$ cat config.mk
export PLATFORM = sky130hd
export DESIGN_NAME = alu_issue_stage
export DESIGN_NICKNAME = d
export VERILOG_FILES = /design/src/rtl/alu_pkg.sv /design/src/rtl/alu_op_decode.sv /design/src/rtl/alu_issue_stage.sv
export SDC_FILE = /design/constraint.sdc
export NUM_CORES = 1
export LEC_CHECK = 0
export ABC_AREA = 0
export CAP_MARGIN = 15
export CORE_MARGIN = 1
export CORE_UTILIZATION = 43
export DETAILED_ROUTE_END_ITERATION = 16
export PLACE_DENSITY = 0.87
export SETUP_SLACK_MARGIN = 0.4
export SLEW_MARGIN = 20
export SYNTH_ARGS = -nofsm -noshare
export SYNTH_HDL_FRONTEND = slang
export SYNTH_SLANG_ARGS = --single-unit
$ cat constraint.sdc
create_clock -name clk -period 4.3 [get_ports clk]
set_input_delay 0.86 -clock clk [delete_from_list [all_inputs] [get_ports clk]]
set_output_delay 0.86 -clock clk [all_outputs]
set_load 0.02 [all_outputs]
$ cat src/rtl/alu_pkg.sv
// Shared ALU encodings: op codes, RV32 major opcodes and forward selects.
// Imported by both the issue stage and the execute ALU so both ends agree.
package alu_pkg;

   localparam int unsigned ALU_OP_W = 4;

   typedef enum logic [ALU_OP_W-1:0] {
      OP_AND     = 4'b0000,
      OP_OR      = 4'b0001,
      OP_ADD     = 4'b0010,
      OP_SUB     = 4'b0011,
      OP_XOR     = 4'b0100,
      OP_SLL     = 4'b0101,
      OP_SRL     = 4'b0110,
      OP_EQ      = 4'b1000,
      OP_ILLEGAL = 4'b1111
   } alu_op_e;

   localparam logic [6:0] RV_OP_R      = 7'b0110011;
   localparam logic [6:0] RV_OP_IMM    = 7'b0010011;
   localparam logic [6:0] RV_OP_LOAD   = 7'b0000011;
   localparam logic [6:0] RV_OP_STORE  = 7'b0100011;
   localparam logic [6:0] RV_OP_BRANCH = 7'b1100011;

   localparam logic [1:0] FWD_RF    = 2'b00;
   localparam logic [1:0] FWD_WB    = 2'b01;
   localparam logic [1:0] FWD_EXMEM = 2'b10;

endpackage

$ cat src/rtl/alu_op_decode.sv
// Combinational decode of (opcode, funct3, funct7_b5) into ALU op and control.
module alu_op_decode
   import alu_pkg::*;
(
   input  logic [6:0] opcode,
   input  logic [2:0] funct3,
   input  logic       funct7_b5,
   output alu_op_e    operation,
   output logic       use_imm,
   output logic       shift,
   output logic       reg_write_raw,
   output logic       is_branch,
   output logic       illegal
);

   // Op-code and control decode; illegal encodings suppress write and branch
   always_comb begin
      operation     = OP_ILLEGAL;
      use_imm       = 1'b0;
      reg_write_raw = 1'b0;
      is_branch     = 1'b0;
      case (opcode)
         RV_OP_R, RV_OP_IMM: begin
            use_imm       = (opcode == RV_OP_IMM);
            reg_write_raw = 1'b1;
            case (funct3)
               3'b000: begin
                  if ((opcode == RV_OP_R) && funct7_b5) operation = OP_SUB;
                  else                                  operation = OP_ADD;
               end
               3'b111: operation = OP_AND;
               3'b110: operation = OP_OR;
               3'b100: operation = OP_XOR;
               3'b001: operation = OP_SLL;
               3'b101: if (!funct7_b5) operation = OP_SRL;
               default: operation = OP_ILLEGAL;
            endcase
         end
         RV_OP_LOAD: begin
            operation     = OP_ADD;
            use_imm       = 1'b1;
            reg_write_raw = 1'b1;
         end
         RV_OP_STORE: begin
            operation = OP_ADD;
            use_imm   = 1'b1;
         end
         RV_OP_BRANCH: begin
            if (funct3 == 3'b000) begin
               operation = OP_EQ;
               is_branch = 1'b1;
            end
         end
         default: operation = OP_ILLEGAL;
      endcase
      shift   = (operation == OP_SLL) || (operation == OP_SRL);
      illegal = (operation == OP_ILLEGAL);
      if (illegal) begin
         reg_write_raw = 1'b0;
         is_branch     = 1'b0;
      end
   end

endmodule

$ cat src/rtl/alu_issue_stage.sv
// ID/EX issue stage: operand forwarding muxes, shift-amount masking and the
// ID/EX pipeline register under a valid/ready handshake with stall and flush.
module alu_issue_stage
   import alu_pkg::*;
#(
   parameter int unsigned DATA_WIDTH    = 32,
   parameter int unsigned OPCODE_LENGTH = 4
) (
   input  logic                     clk,
   input  logic                     rst_n,
   input  logic                     in_valid,
   output logic                     in_ready,
   input  logic [6:0]               opcode,
   input  logic [2:0]               funct3,
   input  logic                     funct7_b5,
   input  logic [4:0]               rd_in,
   input  logic [DATA_WIDTH-1:0]    rs1_data,
   input  logic [DATA_WIDTH-1:0]    rs2_data,
   input  logic [DATA_WIDTH-1:0]    imm,
   input  logic [1:0]               fwd_a,
   input  logic [1:0]               fwd_b,
   input  logic [DATA_WIDTH-1:0]    exmem_result,
   input  logic [DATA_WIDTH-1:0]    wb_result,
   input  logic                     flush,
   output logic                     out_valid,
   input  logic                     out_ready,
   output logic [DATA_WIDTH-1:0]    SrcA,
   output logic [DATA_WIDTH-1:0]    SrcB,
   output logic [OPCODE_LENGTH-1:0] Operation,
   output logic [4:0]               rd_out,
   output logic                     reg_write,
   output logic                     is_branch,
   output logic                     illegal
);

   alu_op_e               dec_op;
   logic                  dec_use_imm;
   logic                  dec_shift;
   logic                  dec_rw_raw;
   logic                  dec_branch;
   logic                  dec_illegal;
   logic [DATA_WIDTH-1:0] a_fwd;
   logic [DATA_WIDTH-1:0] b_fwd;
   logic [DATA_WIDTH-1:0] b_opnd;
   logic                  accept;

   alu_op_decode u_dec (
      .opcode        (opcode),
      .funct3        (funct3),
      .funct7_b5     (funct7_b5),
      .operation     (dec_op),
      .use_imm       (dec_use_imm),
      .shift         (dec_shift),
      .reg_write_raw (dec_rw_raw),
      .is_branch     (dec_branch),
      .illegal       (dec_illegal)
   );

   assign in_ready = !out_valid || out_ready;
   assign accept   = in_valid && in_ready;

   // Forwarding muxes; select 11 falls back to the register file
   always_comb begin
      case (fwd_a)
         FWD_WB:    a_fwd = wb_result;
         FWD_EXMEM: a_fwd = exmem_result;
         default:   a_fwd = rs1_data;
      endcase
      case (fwd_b)
         FWD_WB:    b_fwd = wb_result;
         FWD_EXMEM: b_fwd = exmem_result;
         default:   b_fwd = rs2_data;
      endcase
   end

   // Operand B: immediate select, then shift-amount masking to 5 bits
   always_comb begin
      b_opnd = dec_use_imm ? imm : b_fwd;
      if (dec_shift) b_opnd = {{(DATA_WIDTH-5){1'b0}}, b_opnd[4:0]};
   end

   // ID/EX register: flush beats load, load beats drain, otherwise hold
   always_ff @(posedge clk or negedge rst_n) begin
      if (!rst_n) begin
         out_valid <= 1'b0;
         SrcA      <= '0;
         SrcB      <= '0;
         Operation <= '0;
         rd_out    <= '0;
         reg_write <= 1'b0;
         is_branch <= 1'b0;
         illegal   <= 1'b0;
      end else if (flush) begin
         out_valid <= 1'b0;
         reg_write <= 1'b0;
      end else if (accept) begin
         out_valid <= 1'b1;
         SrcA      <= a_fwd;
         SrcB      <= b_opnd;
         Operation <= OPCODE_LENGTH'(dec_op);
         rd_out    <= rd_in;
         reg_write <= dec_rw_raw && (rd_in != 5'd0);
         is_branch <= dec_branch;
         illegal   <= dec_illegal;
      end else if (out_valid && out_ready) begin
         out_valid <= 1'b0;
      end
   end

endmodule
==> flow_metrics.py <==
metrics = {
    "sta": {
        "finalSetupViolations": 0,
        "fmax_mhz": 334,
        "fin_crit_ps": 2990,
        "fin_crit_sh_pct": 69.6,
        "clock_skew_ps": 4.97,
        "maxSlewViolCount": 0,
        "finalHoldViolCount": 0,
        "tns_ps": 0,
        "tightestPinTransition_ps": 1040,
        "rsz0062_at_grt": "no",
        "setup_ws_ps": 1310,
        "maxSlewHeadroom_pct": 30.7,
    },
    "synthesis": {
        "synthArstFlopShare_pct": 100,
        "synth-seq-area-share_pct": 39.5,
        "synth_top_flop_cell": "dfrtp_1",
        "synth_seq_cells": 77,
        "synth_cell_type_count": 43,
        "syn-num-nets": 749,
        "avgSynthCellArea_um2": 8.70,
        "syn_inst": 560,
        "synth-edff-count": 0,
        "netlist_area_um2": 4870,
        "yosysWarningCount": 0,
    },
    "final_layout": {
        "postLayoutCellArea_um2": 7790,
        "num_antenna_cells": 0,
        "layout_commonest_cell": "clkdlybuf4s50_1",
        "syn_to_final_growth_pct": 59.9,
        "layout.nets": 977,
        "drive_above_1_share_pct": 10.5,
        "final_cell_mix": "clkdlybuf4s50_1, dfrtp_1, nor2_1, nand2_1, a21oi_1",
    },
    "critical_path": {
        "r2r_setup_slack_ps": 2280,
        "crit_start": "fwd_b[1]",
        "endpoint_kind": "flop",
        "critPathCapture": "SrcB[15]",
        "crit_arrival_ps": 3190,
        "rr_endpoint": "SrcB[16]",
        "path_max_fanout": 24,
        "cp-start-kind": "primary input",
        "path_class": "primary input to flop",
        "worstPathRequired_ps": 4500,
        "r2r_start": "out_valid",
        "r2r.worst_path.cells": 6,
    },
    "clock_tree": {
        "hold_buffers": 0,
        "cts.clk_slew.worst_paths_ps": 60,
        "post-cts-setup-buffer-count": 0,
        "clk_latency_ps": 330,
        "ctsResizeCount": 0,
        "cts_tree": "yes",
        "cts.sinks": 77,
        "cts_buffers": 9,
        "htree_levels": 3,
        "cts_root_buf": "clkbuf_16",
        "clock_path_buffers": 2,
    },
    "grt": {
        "gr-usage-all-layers_pct": 30.4,
        "antenna_found_initial": 0,
        "grt_pass1_wl_mm": 27.4,
        "grt_pass1_vias": 5302,
        "grt_remaining_overflow": 0,
        "grt_max_degree": 78,
    },
    "run": {
        "cap_violations": 0,
    },
    "power": {
        "p_per_area_nw_per_um2": 350,
        "static-leakage-power_nw": 3.00,
        "ir_drop_uv": 245,
    },
    "routing": {
        "drtIter0Drc": 540,
        "vias": 5446,
        "firstDrtPassIters": 6,
        "ant_nets": 0,
        "viasPerCell": 5.84,
        "route.detailed.drc": 0,
        "wl_per_cell_um": 19.5,
        "drt_wl_total_mm": 18.2,
    },
    "floorplanning": {
        "io_pins": 263,
        "rows": 38,
        "die_area_um2": 11800,
        "design.core.area_um2": 10900,
        "dieHeight_um": 108,
        "die_width_um": 108,
        "start_util_pct": 44.6,
    },
    "status": {
        "outcome": "finished, final reports clean",
    },
    "placement": {
        "dpl_cell_area_um2": 7470,
        "io_buffer_count": 262,
        "dp_hpwl_mm": 13.5,
        "place_ws_ps": 964,
        "place_congestion": 0.973,
    },
    "worst_hold_path": {
        "hold_path_class": "flop to flop",
    },
}
[report_power, final]
group	switching, mW	internal [mW]
clock network	0.305	0.505
registers	0.0727	0.844
logic	0.505	0.492
total	0.883	1.84
[through the flow]
stage          power [mW]  hold WS (ps)  std cells  utilization (%)
3_5_place_dp         1.92           470        917             68.3
2_1_floorplan        1.37           564        560                -
3_3_place_gp         1.89           459        917             68.3
6_report             2.72           477        932             71.2
5_1_grt              2.84           513        932             71.2
4_1_cts              2.73           484        932             71.2
[cell families (layout without fill, tap and decap cells)]
kind of cell               Yosys count  count (layout)  synth area share, %
and+or+nand+nor                    230             230                 24.3
AOI/OAI and AO/OA                  185             185                 28.1
DFF                                 77              77                 39.5
buffers and inverters               62             294                 6.60
adders and majority gates            4               4                 1.03
xor gates and xnor gates             1               1                0.180
muxes                                1               1                0.205
[cells in the mapped netlist, types with 2 or more instances]
library cell	number	share of area (%)
dfrtp_1	77	40
nor2_1	68	5.2
nand2_1	56	4.3
a21oi_1	43	4.4
nor3_1	40	4.1
o21ai_0	39	4.0
nor2b_1	34	4.4
a22oi_1	33	5.1
clkbuf_1	33	2.5
a221oi_1	32	5.8
a211oi_2	23	5.9
nor3_2	20	4.1
buf_2	8	0.82
buf_6	7	1.6
inv_1	7	0.54
a211oi_1	5	0.77
ha_1	4	1.0
buf_1	3	0.23
buf_8	2	0.62
nand4_1	2	0.26
o31ai_1	2	0.31
[worst min-delay path by stage]
stage / from / cells after the start / to / slack [ps]
floorplan: rst_n / 0 / Operation[0] / 560
global placement: rd_out[4] / 2 / rd_out[4] / 460
detailed placement: illegal / 2 / illegal / 470
CTS: illegal / 2 / illegal / 480
global route: SrcA[17] / 2 / SrcA[17] / 510
finish: rd_out[0] / 2 / rd_out[0] / 480
[registers in the layout, indices dropped and copies added (netlist names)]
| register | flops |
|---|---|
| SrcB | 32 |
| out_valid | 1 |
| is_branch | 1 |
| Operation | 4 |
| illegal | 1 |
| reg_write | 1 |
| rd_out | 5 |
| SrcA | 32 |
[routing by layer]
layer	global-route usage [%]	share of wire, %	vias up	wire length, µm
met5	0	0	-	0
met4	13.0	3.5	0	639
met3	5.91	8.1	49	1470
met2	49.7	48	312	8740
met1	39.2	40	2594	7370
li1	-	-	2491	-
[worst max-delay path, stage by stage]
cell,delay (ps)
clkdlybuf4s50_1,500
inv_1,60
ha_1,520
buf_4,340
a221oi_1,450
nor3_1,90
a211oi_1,280
nor3_2,80
[final cells by class]
cell class                 count  area, µm²
timing repair buffer         271       2700
sequential                    77       1930
inverter                       8       30.0
fill                         835       3150
tap                          140        175
multi-input combinational    421       2640
clock buffer                   9        225
clock inverter                 6       88.8
No activity file was read; power rests on OpenSTA's default activity.
